File: src/rtl/generate_ca_pkg.sv
// Shared constants for the CA history-register sequencer: state codes, counter width
// and operand-length clamping.
package generate_ca_pkg;

  localparam int unsigned CNT_W = 11;

  localparam logic [1:0] StIdle  = 2'd0;
  localparam logic [1:0] StRun   = 2'd1;
  localparam logic [1:0] StDrain = 2'd2;
  localparam logic [1:0] StDone  = 2'd3;

  // A zero-length request still needs one digit; longer ones cannot exceed the CA width.
  function automatic logic [CNT_W-1:0] clamp_len(input logic [CNT_W-1:0] digits,
                                                 input logic [CNT_W-1:0] max_len);
    if (digits == '0) begin
      return CNT_W'(1);
    end else if (digits > max_len) begin
      return max_len;
    end
    return digits;
  endfunction

endpackage

File: src/rtl/ca_addr_gen.sv
// Maps the digit counter onto CA RAM addresses and the CA left-shift amount.
module ca_addr_gen
  import generate_ca_pkg::*;
#(
  parameter int unsigned UNROLL     = 64,
  parameter int unsigned ADDR_WIDTH = 7
) (
  input  logic [CNT_W-1:0]      counter,
  input  logic                  active,
  output logic [CNT_W-1:0]      shift_cnt,
  output logic [ADDR_WIDTH-1:0] wr_addr,
  output logic [ADDR_WIDTH-1:0] rd_addr
);

  localparam logic [CNT_W-1:0] UnrollW = CNT_W'(UNROLL);

  always_comb begin
    wr_addr = counter[ADDR_WIDTH-1:0];
    // Read the slot written on the previous digit; the refresh digit reads slot 0.
    rd_addr = (counter == '0) ? '0 : wr_addr - ADDR_WIDTH'(1);
    shift_cnt = (active && (counter < UnrollW)) ? UnrollW - CNT_W'(1) - counter : '0;
  end

endmodule

File: src/rtl/generate_ca_ctrl.sv
// Sequencer for the online-multiplier CA history register: accepts operand digits,
// pads the online delay with zero digits and flags valid output digits.
module generate_ca_ctrl
  import generate_ca_pkg::*;
#(
  parameter int unsigned UNROLL       = 64,
  parameter int unsigned ONLINE_DELAY = 3,
  parameter int unsigned ADDR_WIDTH   = 7
) (
  input  logic                  clk,
  input  logic                  syn_reset_n,
  input  logic                  start,
  input  logic [CNT_W-1:0]      cfg_digits,
  input  logic                  in_valid,
  output logic                  in_ready,
  output logic                  enable,
  output logic                  refresh,
  output logic                  pad,
  output logic [CNT_W-1:0]      counter,
  output logic [CNT_W-1:0]      shift_cnt,
  output logic [ADDR_WIDTH-1:0] wr_addr,
  output logic [ADDR_WIDTH-1:0] rd_addr,
  output logic                  out_valid,
  output logic                  busy,
  output logic                  done
);

  localparam logic [CNT_W-1:0] OdW     = CNT_W'(ONLINE_DELAY);
  localparam logic [CNT_W-1:0] UnrollW = CNT_W'(UNROLL);

  logic [1:0]       state_q, state_d;
  logic [CNT_W-1:0] counter_q, counter_d;
  logic [CNT_W-1:0] len_q, len_d;
  logic [CNT_W-1:0] cnt_inc;
  logic             running, draining;

  assign running  = (state_q == StRun);
  assign draining = (state_q == StDrain);
  assign cnt_inc  = counter_q + CNT_W'(1);

  always_comb begin
    in_ready  = running & in_valid;
    enable    = in_ready | draining;
    pad       = draining;
    refresh   = enable & (counter_q == '0);
    out_valid = enable & (counter_q >= OdW);
    busy      = (state_q != StIdle);
    done      = (state_q == StDone);
    counter   = counter_q;
  end

  always_comb begin
    state_d   = state_q;
    counter_d = counter_q;
    len_d     = len_q;
    case (state_q)
      StIdle: begin
        if (start) begin
          state_d   = StRun;
          counter_d = '0;
          len_d     = clamp_len(cfg_digits, UnrollW);
        end
      end
      StRun: begin
        if (in_valid) begin
          counter_d = cnt_inc;
          if (cnt_inc == len_q) begin
            state_d = (ONLINE_DELAY == 0) ? StDone : StDrain;
          end
        end
      end
      StDrain: begin
        counter_d = cnt_inc;
        if (cnt_inc == len_q + OdW) begin
          state_d = StDone;
        end
      end
      default: state_d = StIdle;
    endcase
  end

  always_ff @(posedge clk) begin
    if (!syn_reset_n) begin
      state_q   <= StIdle;
      counter_q <= '0;
      len_q     <= CNT_W'(1);
    end else begin
      state_q   <= state_d;
      counter_q <= counter_d;
      len_q     <= len_d;
    end
  end

  ca_addr_gen #(
    .UNROLL    (UNROLL),
    .ADDR_WIDTH(ADDR_WIDTH)
  ) u_addr_gen (
    .counter  (counter_q),
    .active   (busy),
    .shift_cnt(shift_cnt),
    .wr_addr  (wr_addr),
    .rd_addr  (rd_addr)
  );

endmodule

File: config.mk
export PLATFORM = sky130hd
export DESIGN_NAME = generate_ca_ctrl
export DESIGN_NICKNAME = d
export VERILOG_FILES = /design/src/rtl/generate_ca_pkg.sv /design/src/rtl/ca_addr_gen.sv /design/src/rtl/generate_ca_ctrl.sv
export SDC_FILE = /design/constraint.sdc
export NUM_CORES = 1
export LEC_CHECK = 0
export BUFFER_PORTS_ARGS = -buffer_cell sky130_fd_sc_hd__buf_2
export CAP_MARGIN = 20
export CORE_MARGIN = 1
export CORE_UTILIZATION = 54
export CTS_BUF_LIST = sky130_fd_sc_hd__clkbuf_16
export DETAILED_ROUTE_END_ITERATION = 12
export GPL_ROUTABILITY_DRIVEN = 0
export GPL_TIMING_DRIVEN = 1
export PLACE_DENSITY = 0.81
export SLEW_MARGIN = 30
export SYNTH_ARGS = -nofsm -noshare
export SYNTH_HDL_FRONTEND = slang
export SYNTH_HIERARCHICAL = 1
export SYNTH_SLANG_ARGS = --single-unit
File: constraint.sdc
create_clock -name clk -period 2.9 [get_ports clk]
set_input_delay 0.145 -clock clk [delete_from_list [all_inputs] [get_ports clk]]
set_output_delay 0.145 -clock clk [all_outputs]
set_load 0.02 [all_outputs]
==> results.md <==
- Floorplan die height: 66.1 um
- Site row count: 22
- Port Buffers: 55
- Result of the run: complete, no violations
- Finished Core Util: 0.685
- NetSw: 868 uW
- TritonCTS clock tree: yes
- Share of power burned in the clock network: 0.172
- Horizontal die dimension: 66.1 um
- Peak fanout along the critical path: 8
- Critical Path End: state_q[0]
- Post-synthesis async set-or-reset flop share: 0
- End of the worst register-to-register path: state_q[0]
- Max incr delay on CP: 0.39 ns
- Initial cell density of the core: 0.583
- Share of synthesized area occupied by flip-flops and latches: 0.217
- Clock sink count: 24
- Transition time at the pin with the least slew margin: 0.572 ns
- Number of library cell types mapped by synthesis: 60
- RSZ-0062 raised after global routing: false
- Leakage: 1.23 nW
- Number of CTS-inserted buffers: 3
- Wire length of the first global-routing pass: 9790 um
- Detail Route Antenna Nets: 0
- Cell-by-cell listing of the critical path: ha_1 > nand3_1 > xnor2_1 > or3_1 > a211o_1 > o31ai_2 > nand3_1 > a221oi_1
- Final clock skew: 0.00256 ns
- Overall Global Routing Usage: 0.291
- Reg2Reg Launch Point: counter[1]
- DIE AREA: 4360 um^2
- Initial DRT Pass Iterations: 5
- Area of all sequential standard cells: 480 um^2
- Largest net degree at the start of global routing: 19
- Count of flip-flops with a built-in enable after synthesis: 0
- Cell at the root of the clock tree: clkbuf_16
- Power density cells: 688 nW/um^2
- P_int: 922 uW
- IR Drop Worst-Case VDD: 0.647 mV
- Level count of the clock H-tree: 1
- Footprint of the multi-input gates: 1540 um^2
- Arrival time reported for the critical path endpoint: 2.78 ns
- Sum of buffers and inverters on the critical path: 0
- Final hold viol count: 0
- Mean instance size in the synthesized netlist: 7.36 um^2
- Wirelength per Cell: 15.1 um
- Final net count: 377
- Top-level I/O count: 58
- Kind of cell adding the most delay to the critical path: compound AO/OA/AOI/OAI gates
- Number of buffers on the longest clock path: 2
- Depth of the critical timing path with buffers and inverters included: 8
- Count of routing violations after the opening detailed-route iteration: 166
- Most used flip-flop cell after synthesis: dfxtp_1
- Number of antenna violations at the first check in global routing: 0
- Cts-stage hold buffer count: 0
- DRC viols: 0
- Final slew viol count: 0
- Power Total: 1.79 mW
- Share of power burned in registers: 0.217
- Clock transition at the registers of the reported paths: 0.06 ns
- Setup TNS: 0 ns
- Clock latency reported for the late side of the worst-skew pair: 0.26 ns
- Number of global-route vias before repair: 2070
- Worst setup margin: 0.275 ns
- WHS: 0.122 ns
- Final setup fails: 0
- Highest clock frequency the design can meet: 381 MHz
- CP Launch Point: counter[1]
- Minimum clock period: 2.63 ns
- Slowest cell on the critical path: or3_1
- Number of warnings printed during yosys synthesis: 6
- Total overflow reported by the global router: 0
- Fraction of layout cells with a size suffix above 1: 0.250
- Hold crit path type: primary input to flip-flop
- Sort of element at the end of the critical path: flip-flop
- Vias after detailed routing: 2421
- Most common cell on crit path: nand3_1
- Worst-case register-to-register setup slack: 0.27 ns
- Depth of the worst register-to-register path: 8
- Final Cycle Share: 0.905
- Logic pwr share: 0.611
- Switching share of power: 0.485
- Detailed-route vias per instance: 6.05
- Count of state elements after synthesis: 24
- Startpoint type of the worst setup path: flip-flop
- DRT Wirelength: 6040 um
- Required time at the worst-slack endpoint: 3.06 ns
- Area growth syn-to-layout: 17.5%
- Post-detailed-placement half-perimeter wirelength: 4490 um
- Synth Instances: 301
- Post-placement setup slack: 0.215 ns
- Max-slew headroom: 0.616
- Filler instances: 327
- Worst Setup Path Type: flip-flop to flip-flop
- Number of antenna repair diodes: 0
- Netlist area before placement: 2220 um^2
- Number of max-cap violations: 0
- Core region area: 3800 um^2
## power by group through the flow
stage | sequential, mW | clock, mW | combinational, mW
2_1_floorplan | 0.412 | 0 | 0.761
3_3_place_gp | 0.393 | 0 | 1.07
3_5_place_dp | 0.394 | 0 | 1.08
4_1_cts | 0.387 | 0.306 | 1.09
5_1_grt | 0.393 | 0.319 | 1.19
6_report | 0.388 | 0.309 | 1.09
## registers in the layout, summed over array words and instances (netlist names)
name     cells
state_q      2
len_q       11
counter     11
## worst min path at each step
stage	start	end	slack, ns	cells after the start
after global placement	syn_reset_n	len_q[0]	0.39	2
after detailed placement	syn_reset_n	len_q[0]	0.39	2
after floorplan	syn_reset_n	len_q[0]	0.22	1
after CTS	syn_reset_n	len_q[0]	0.12	2
final	syn_reset_n	len_q[0]	0.12	2
after global routing	syn_reset_n	len_q[0]	0.14	2
## cell type report
cell class | count | share of cell area
clock inverter | 1 | 0.00144
sequential | 24 | 0.185
tap | 48 | 0.0231
multi-input combinational | 239 | 0.593
inverter | 16 | 0.0231
timing repair buffer | 69 | 0.146
clock buffer | 3 | 0.0288
## synthesized netlist by cell type, types with 2 or more instances
cell       number  area share
a21o_1          7       0.024
a21oi_1        14       0.032
a22oi_1        10       0.034
and2_1          3      0.0085
and3_1          5       0.014
buf_2           4      0.0090
buf_4          13       0.044
clkbuf_1        5      0.0085
dfxtp_1        24        0.22
ha_1            9       0.051
inv_1          15       0.025
mux2i_1         3       0.014
nand2_1        21       0.036
nand2b_1        2      0.0056
nand3_1        15       0.034
nand3b_1        2      0.0068
nand4_1         3      0.0085
nor2_1         34       0.058
nor2b_1         3      0.0085
nor3_1         13       0.029
nor3b_1         2      0.0068
nor4_1          9       0.025
o2111ai_1       2      0.0079
o21a_1          4       0.014
o21ai_0        13       0.029
o21bai_1        2      0.0068
o22ai_1         3      0.0085
o31ai_1         2      0.0068
or2_2           4       0.011
or3_1           9       0.025
or4_1           3       0.010
xnor2_1        10       0.040
xor2_1          6       0.024
## cells by family (layout without fill, tap and decap cells)
group / Yosys count / in the layout / share of synthesized area
AND/OR/NAND/NOR: 140 / 140 / 0.346
AO/OA/AOI/OAI: 68 / 68 / 0.210
buffers and inverters: 39 / 89 / 0.0903
flip-flops: 24 / 24 / 0.217
XOR/XNOR: 17 / 17 / 0.0706
adder cells (fa/ha/maj): 9 / 9 / 0.0508
multiplexers: 3 / 3 / 0.0136
other: 1 / 2 / 0.00169
## worst register-to-register path, delay by kind of cell, from the launching register on
kind | cells | cell delay [ns]
fa+ha+maj | 1 | 0.28
simple gates | 3 | 0.81
xor+xnor | 1 | 0.26
compound gates | 3 | 0.84
flops | 1 | 0.34
## metrics by stage
stage          instance area, um^2  instances
2_1_floorplan                 2220        302
4_1_cts                       2600        400
3_5_place_dp                  2520        396
5_1_grt                       2600        400
3_3_place_gp                  2520        396
6_report                      2600        400
## cells in the final DEF (no fill, tap or decap), drive strengths merged, types with 5 or more instances in the layout
cell type | synthesis | layout
a21o | 7 | 7
inv | 15 | 15
a22oi | 10 | 10
nor2 | 34 | 34
or2 | 5 | 5
or3 | 10 | 10
a21oi | 14 | 14
o21ai | 13 | 13
buf | 18 | 69
nand3 | 16 | 16
xnor2 | 10 | 10
xor2 | 7 | 7
nor3 | 13 | 13
dfxtp | 24 | 24
and3 | 5 | 5
ha | 9 | 9
nor4 | 9 | 9
nand2 | 21 | 21
## routing by layer
layer | wire length (um) | vias to the layer above | global-route usage
li1 | - | 1181 | -
met1 | 2800 | 1119 | 0.408
met2 | 2660 | 105 | 0.452
met3 | 432 | 16 | 0.0379
met4 | 138 | 0 | 0.104
met5 | 0 | - | 0
## what timing repair did
action                                  CTS  global route
setup buffers                             0             0
endpoints found under the setup margin    0             1
gates resized for setup                   0             1
Note: power is estimated with default switching activity, not from simulation.
